### src/rtl/fetch_unit.sv
// Instruction fetch stage: holds the PC, issues single-outstanding reads, presents words to decode.
// Latency: 1 cycle from i_imem_valid to o_valid; one instruction per cycle with zero-latency memory.
// Backpressure: i_stall parks a returning word in a one-entry skid buffer and pauses requests until it drains.
module fetch_unit #(
    parameter logic [31:0] RESET_VECTOR = 32'h0000_0000,
    parameter logic [31:0] NOP_WORD     = 32'h0000_0013
) (
    input  logic        i_clk,
    input  logic        i_rst,
    output logic [31:0] o_imem_addr,
    output logic        o_imem_rd,
    input  logic [31:0] i_imem_data,
    input  logic        i_imem_valid,
    input  logic        i_stall,
    input  logic        i_branch,
    input  logic [31:0] i_branch_addr,
    output logic [31:0] o_opcode,
    output logic [31:0] o_pc,
    output logic        o_valid
);

    typedef enum logic [1:0] {
        S_BOOT = 2'd0,
        S_WAIT = 2'd1,
        S_HOLD = 2'd2,
        S_DROP = 2'd3
    } state_t;

    state_t      r_state;
    logic [31:0] r_fetch_pc;
    logic [31:0] r_imem_addr;
    logic [31:0] r_out_op;
    logic [31:0] r_out_pc;
    logic        r_out_vld;
    logic [31:0] r_skid_op;
    logic [31:0] r_skid_pc;
    logic        r_skid_vld;

    state_t      w_state_nxt;
    logic [31:0] w_fetch_pc_nxt;
    logic [31:0] w_imem_addr_nxt;
    logic [31:0] w_out_op_nxt;
    logic [31:0] w_out_pc_nxt;
    logic        w_out_vld_nxt;
    logic [31:0] w_skid_op_nxt;
    logic [31:0] w_skid_pc_nxt;
    logic        w_skid_vld_nxt;
    logic        w_consume;
    logic        w_out_free;
    logic [31:0] w_target;
    logic [31:0] w_pc_inc;

    assign w_consume  = r_out_vld && !i_stall;
    assign w_out_free = !r_out_vld || !i_stall;
    assign w_target   = {i_branch_addr[31:2], 2'b00};
    // Natural 32-bit wrap: 0xFFFFFFFC + 4 rolls over to 0.
    assign w_pc_inc   = r_fetch_pc + 32'd4;

    // A request is live in WAIT and DROP; in DROP it targets the pre-redirect address.
    assign o_imem_rd   = (r_state == S_WAIT) || (r_state == S_DROP);
    assign o_imem_addr = r_imem_addr;
    assign o_opcode    = r_out_op;
    assign o_pc        = r_out_pc;
    assign o_valid     = r_out_vld;

    // Next-state, PC, output-stage and skid-buffer decisions; a redirect overrides everything else.
    always_comb begin
        w_state_nxt    = r_state;
        w_fetch_pc_nxt = r_fetch_pc;
        w_out_op_nxt   = r_out_op;
        w_out_pc_nxt   = r_out_pc;
        w_out_vld_nxt  = r_out_vld;
        w_skid_op_nxt  = r_skid_op;
        w_skid_pc_nxt  = r_skid_pc;
        w_skid_vld_nxt = r_skid_vld;

        // A consumed word empties the output unless something refills it below.
        if (w_consume) begin
            w_out_vld_nxt = 1'b0;
            w_out_op_nxt  = NOP_WORD;
        end

        if (i_branch) begin
            w_out_vld_nxt  = 1'b0;
            w_out_op_nxt   = NOP_WORD;
            w_skid_vld_nxt = 1'b0;
            w_fetch_pc_nxt = w_target;
            case (r_state)
                // Without a response the old request is still in flight and must be drained.
                S_WAIT:  w_state_nxt = i_imem_valid ? S_WAIT : S_DROP;
                S_DROP:  w_state_nxt = S_DROP;
                default: w_state_nxt = S_WAIT;
            endcase
        end else begin
            case (r_state)
                S_BOOT: begin
                    w_state_nxt = S_WAIT;
                end
                S_WAIT: begin
                    if (i_imem_valid) begin
                        w_fetch_pc_nxt = w_pc_inc;
                        if (w_out_free) begin
                            w_out_op_nxt  = i_imem_data;
                            w_out_pc_nxt  = r_fetch_pc;
                            w_out_vld_nxt = 1'b1;
                        end else begin
                            w_skid_op_nxt  = i_imem_data;
                            w_skid_pc_nxt  = r_fetch_pc;
                            w_skid_vld_nxt = 1'b1;
                            w_state_nxt    = S_HOLD;
                        end
                    end
                end
                S_HOLD: begin
                    if (w_consume) begin
                        w_out_op_nxt   = r_skid_op;
                        w_out_pc_nxt   = r_skid_pc;
                        w_out_vld_nxt  = 1'b1;
                        w_skid_vld_nxt = 1'b0;
                        w_state_nxt    = S_WAIT;
                    end
                end
                S_DROP: begin
                    if (i_imem_valid) begin
                        w_state_nxt = S_WAIT;
                    end
                end
                default: begin
                    w_state_nxt = S_BOOT;
                end
            endcase
        end

        // While draining a stale request the address must stay on the old PC.
        w_imem_addr_nxt = (w_state_nxt == S_DROP) ? r_imem_addr : w_fetch_pc_nxt;
    end

    // State and datapath registers with synchronous reset.
    always_ff @(posedge i_clk) begin
        if (i_rst) begin
            r_state     <= S_BOOT;
            r_fetch_pc  <= RESET_VECTOR;
            r_imem_addr <= RESET_VECTOR;
            r_out_op    <= NOP_WORD;
            r_out_pc    <= RESET_VECTOR;
            r_out_vld   <= 1'b0;
            r_skid_op   <= NOP_WORD;
            r_skid_pc   <= RESET_VECTOR;
            r_skid_vld  <= 1'b0;
        end else begin
            r_state     <= w_state_nxt;
            r_fetch_pc  <= w_fetch_pc_nxt;
            r_imem_addr <= w_imem_addr_nxt;
            r_out_op    <= w_out_op_nxt;
            r_out_pc    <= w_out_pc_nxt;
            r_out_vld   <= w_out_vld_nxt;
            r_skid_op   <= w_skid_op_nxt;
            r_skid_pc   <= w_skid_pc_nxt;
            r_skid_vld  <= w_skid_vld_nxt;
        end
    end

endmodule

### config.mk
export PLATFORM = sky130hd
export DESIGN_NAME = fetch_unit
export DESIGN_NICKNAME = d
export VERILOG_FILES = /design/src/rtl/fetch_unit.sv
export SDC_FILE = /design/constraint.sdc
export NUM_CORES = 1
export LEC_CHECK = 0
export BUFFER_PORTS_ARGS = -buffer_cell sky130_fd_sc_hd__buf_2
export CAP_MARGIN = 20
export CORE_UTILIZATION = 60
export CTS_BUF_LIST = sky130_fd_sc_hd__clkbuf_4 sky130_fd_sc_hd__clkbuf_8 sky130_fd_sc_hd__clkbuf_16
export CTS_CLUSTER_DIAMETER = 50
export DETAILED_ROUTE_END_ITERATION = 12
export GPL_TIMING_DRIVEN = 1
export PLACE_DENSITY = 0.86
export RECOVER_POWER = 50
export SYNTH_ARGS = -nofsm -noshare
export SYNTH_HDL_FRONTEND = slang
export SYNTH_SLANG_ARGS = --single-unit
export TNS_END_PERCENT = 1
### constraint.sdc
create_clock -name i_clk -period 5.3 [get_ports i_clk]
set_input_delay 0.53 -clock i_clk [delete_from_list [all_inputs] [get_ports i_clk]]
set_output_delay 0.53 -clock i_clk [all_outputs]
set_load 0.02 [all_outputs]
# == Word level (Yosys, flattened, before mapping) ==
# Cells that the tools add are included.
# word_totals
in_bits,69
register_bits,195
elab_cells,53
out_inout_bits,98
# op_classes
bitwise_logic,2
n_addsub,1
n_eq_ne,7
n_reduce_logical,10
n_mux,25
# op_table
operator,count
$mux W32,10
$pmux W32 S2,2
$add A32 B3 Y32 const B,1
$mux W2,6
$pmux W2 S4,1
$eq A2 B2 Y1 const B,3
$ne A2 B2 Y1 const B,3
$reduce_and A5 Y1,1
$mux W1,4
$pmux W2 S2,1
$reduce_and A4 Y1,1
$eq A2 B1 Y1 const B,1
$logic_not A1 Y1,2
$logic_not A2 Y1,1
$logic_or A1 B1 Y1,2
$not A1 Y1,2
$pmux W1 S2,1
$reduce_bool A2 Y1,1
$reduce_or A2 Y1,1
$logic_and A1 B1 Y1,1

# == Depth between registers and ports, before layout ==
# logic_depth
word_depth,7
depth_mapped,10

# == Worst setup path before layout ==
# No wires, ideal clock.
# synth_timing
path_kind,register to register
from,reg r_state[0]
to,reg r_out_pc[10] (netlist: o_pc[10])
period_less_slack_ns,2.126
stages_incl_launch_ff,9
t_arrival_ns,1.989
t_required_ns,5.162
setup_slack_ns,3.174
cell_sequence,dfxtp_1 -> inv_1 -> ha_1 -> clkbuf_1 -> a21boi_0 -> and3_1 -> buf_2 -> buf_1 -> a211oi_1
# synth_between
elab_chain_cells,3
word_cells_on_any_way,8
cone_classes,eq/ne (5); mux (1); reduce/logical (2)
# synth_rtl
element,line,text
"start, declared",29,state_t r_state;
"start signal, assigned",151,r_state <= w_state_nxt;
$eq A2 B1 Y1 / $eq A2 B2 Y1 (equally long branches),95,case (r_state)
$ne A2 B2 Y1 (no source line) / $reduce_bool A2 Y1 (equally long branches),n/a,
$reduce_and A5 Y1 (no source line),n/a,
"end signal, assigned",155,r_out_pc <= w_out_pc_nxt;
"end, declared",33,logic [31:0] r_out_pc;
# Several ways; a longest one is shown, not always the timed one.
# A chain may end at the register's enable or synchronous reset.

==> results_dict.tcl <==
set metrics [dict create \
    outcome "complete, but fails checks" \
    violations "max-capacitance violations, max-slew violations" \
    cpPeakStageDelay_ns 1.48 \
    htree_levels 4 \
    syn_inst 1055 \
    fin_ws_ns 1.62 \
    clk_pin_slew_ns 0.06 \
    die_w_um 122 \
    synth_fp_nets 1130 \
    drive_gt1_share_pct 10.9 \
    synthFlopType "dfxtp_1" \
    fin_skew_ns 0.00924 \
    synthArstFlopShare_pct 0 \
    die_area_sq_um 14900 \
    whs_endpoint "r_skid_op[4]$_SDFFE_PP1P_" \
    port_buffers 164 \
    drc 0 \
    num_vias 7945 \
    period_share_pct 69.4 \
    grt.total_usage_pct 30.2 \
    drt-vias-per-instance 5.86 \
    synthTopCellsByArea "dfxtp_1 (45%), nand2_1 (11%), nor2_1 (5.4%)" \
    stdcell_count 1355 \
    tightest_slew_ns 2.11 \
    synth.top_cell.area_share_pct 45.3 \
    area_delta_synth_final_pct 15.4 \
    power_density_nw_per_um2 328 \
    ys_seq_area_share_pct 45.3 \
    drtAntennaViolNets 0 \
    crit_chain "clkbuf_1 -> inv_1 -> and3_1 -> o22a_1" \
    core-area_sq_um 13900 \
    synth_seq_cells 195 \
    overflow 0 \
    grt_pass1_vias 7240 \
    cts_resized 0 \
    ys_types 51 \
    die_y_um 122 \
    yosysTopAreaCell "dfxtp_1" \
    min_path_cells 3 \
    grt_pass1_wl_mm 35.3 \
    rr_startpoint "r_state[0]$_SDFF_PP0_" \
    holdCritStartpoint "i_imem_data[4]" \
    synth.most_common_cell "nand2_1" \
    critPathLaunchType "input port" \
    initial_utilization_pct 61.9 \
    cts_root_buffer "clkbuf_16" \
    cp_data_arrival_time_ns 4.00 \
    cp.required_ns 5.62 \
    relSlewSlack_pct -40.9 \
    cp-end-kind "register" \
    hold_buffers 0 \
    dp_cells 1320 \
    grt_setup_unrepaired "false" \
    place.gp.congestion 0.845 \
    dpl.hpwl_mm 13.8 \
    crit_type "input port to register" \
    maxCapViolCount 1 \
    crit_fanout 45 \
    post-cts-setup-buffer-count 0 \
    peakVddDrop_mv 0.247 \
    synth-edff-count 0 \
    firstDrtPassIters 5 \
    max_freq_ghz 0.272 \
    drtIter0Drc 726 \
    syn-cell-area_sq_um 8620 \
    totalWireLength_mm 22.1 \
    period_needed_ns 3.68 \
    synth_common_cells "nand2_1 (257), dfxtp_1 (195), nor2_1 (125)" \
    total_power_mw 3.26 \
    post-place-ws_ns 1.82 \
    report.final.setup_viol 0 \
    syn_avg_cell_area_sq_um 8.17 \
    yosysWarnings 0 \
    clkLatencyLatePin_ns 0.44 \
    worst_r2r_endpoint "o_imem_addr[31]$_SDFFE_PP0P_" \
    cts_tree "done" \
    cellLeakagePower_nw 3.70 \
    cts_sinks 195 \
    hold_class "input port to register" \
    io_pins 167 \
    rr_worst_depth 6 \
    r2r_slack_ns 1.98 \
    final_max_slew_viol_count 46 \
    nets 1237 \
    post_drt_wl_per_cell_um 16.3 \
    hold_viol 0 \
    fin_setup_tns_ns 0 \
    row_count 43 \
    critPathSlowestCell "clkbuf_1" \
    antenna_cells 0 \
    antenna_found_initial 0 \
    cts.path.max_buffers 2 \
    cts_buffers 17 \
    grt_max_degree 83 \
]
## cells in the final DEF, fill, tap and decap left out, types with 3 or more instances in the layout
cell,instances
o21a_1,4
nand3_1,14
a211oi_1,36
clkbuf_16,17
buf_2,65
nand2_1,257
nand2b_1,4
xnor2_1,11
clkbuf_8,4
dfxtp_1,195
and3_1,7
o22a_1,20
nor2_1,125
o211ai_1,3
mux2i_1,38
ha_1,5
o21ai_0,11
nand4_1,6
a311oi_1,4
nor4_1,6
a21oi_1,80
a32o_1,28
inv_1,9
or3_1,5
and2_1,9
buf_4,11
o22ai_1,5
a221oi_1,29
o211a_1,3
nor3_1,7
clkbuf_1,99
inv_6,3
nor2b_1,3
xor2_1,13
## cell families after synthesis
group	share of synthesized area (%)
AOI/OAI and AO/OA	19.6
xor gates and xnor gates	2.44
adders and majority gates	0.871
buffers and inverters	4.69
DFF	45.3
muxes	4.54
and+or+nand+nor	22.5
## critical path, delay by kind of cell
family	cells	cell delay, ns
compound gates	1	0.31
buf+inv	2	2.43
simple gates	1	0.70
## registers in the layout, summed over array words and instances, names as in the netlist
| signal | flops |
|---|---|
| o_imem_addr | 32 |
| o_opcode | 32 |
| o_pc | 32 |
| o_valid | 1 |
| r_fetch_pc | 32 |
| r_skid_op | 32 |
| r_skid_pc | 32 |
| r_state | 2 |
## routing by layer
metal / wire length, um / up-vias / share of wire, % / global-route usage, %
met2: 10500 / 270 / 48 / 49.4
met5: 0 / - / 0 / 0
li1: - / 3897 / - / -
met4: 481 / 0 / 2.2 / 13.2
met1: 9610 / 3739 / 43 / 37.5
met3: 1470 / 39 / 6.6 / 7.87
## final cells by class
cell class              instances  area [sq um]
multi-input cells             761          4340
fillers                      1171          3990
repair buffers                178           835
inverters                       9          33.8
clock buffers                  23           495
clock inverters                 9           116
flip-flops and latches        195          3900
well taps                     180           225
## report_power, final
part	switching, mW	leakage [nW]	internal, mW	total, mW
combinational	0.241	1.81	0.124	0.366
sequential	0.0495	1.59	1.53	1.58
clock	0.559	0.302	0.762	1.32
## worst max path at each step
stage          slack (ns)                            to  depth (start not counted)                   from
6_report             1.62  o_imem_addr[31]$_SDFFE_PP0P_                          4                  i_rst
5_1_grt              1.34        o_opcode[1]$_SDFF_PP1_                          5                  i_rst
4_1_cts              1.91         o_pc[26]$_SDFFE_PP0P_                          7  r_state[0]$_SDFF_PP0_
3_5_place_dp         1.82  o_imem_addr[11]$_SDFFE_PP0P_                          6                i_stall
3_3_place_gp         2.02   o_imem_addr[1]$_SDFFE_PP0P_                          6                i_stall
2_1_floorplan        3.17         o_pc[10]$_SDFFE_PP0P_                          8  r_state[0]$_SDFF_PP0_
## per-stage QoR
stage	hold slack (ns)	utilization (%)	instance area [sq um]
finish	0.324	71.4	9950
CTS	0.312	71.9	10000
floorplan	0.435	-	8620
global route	0.323	71.4	9950
detailed placement	0.446	67.5	9410
global placement	0.439	67.5	9410
Note: power is estimated with default switching activity, not from simulation.
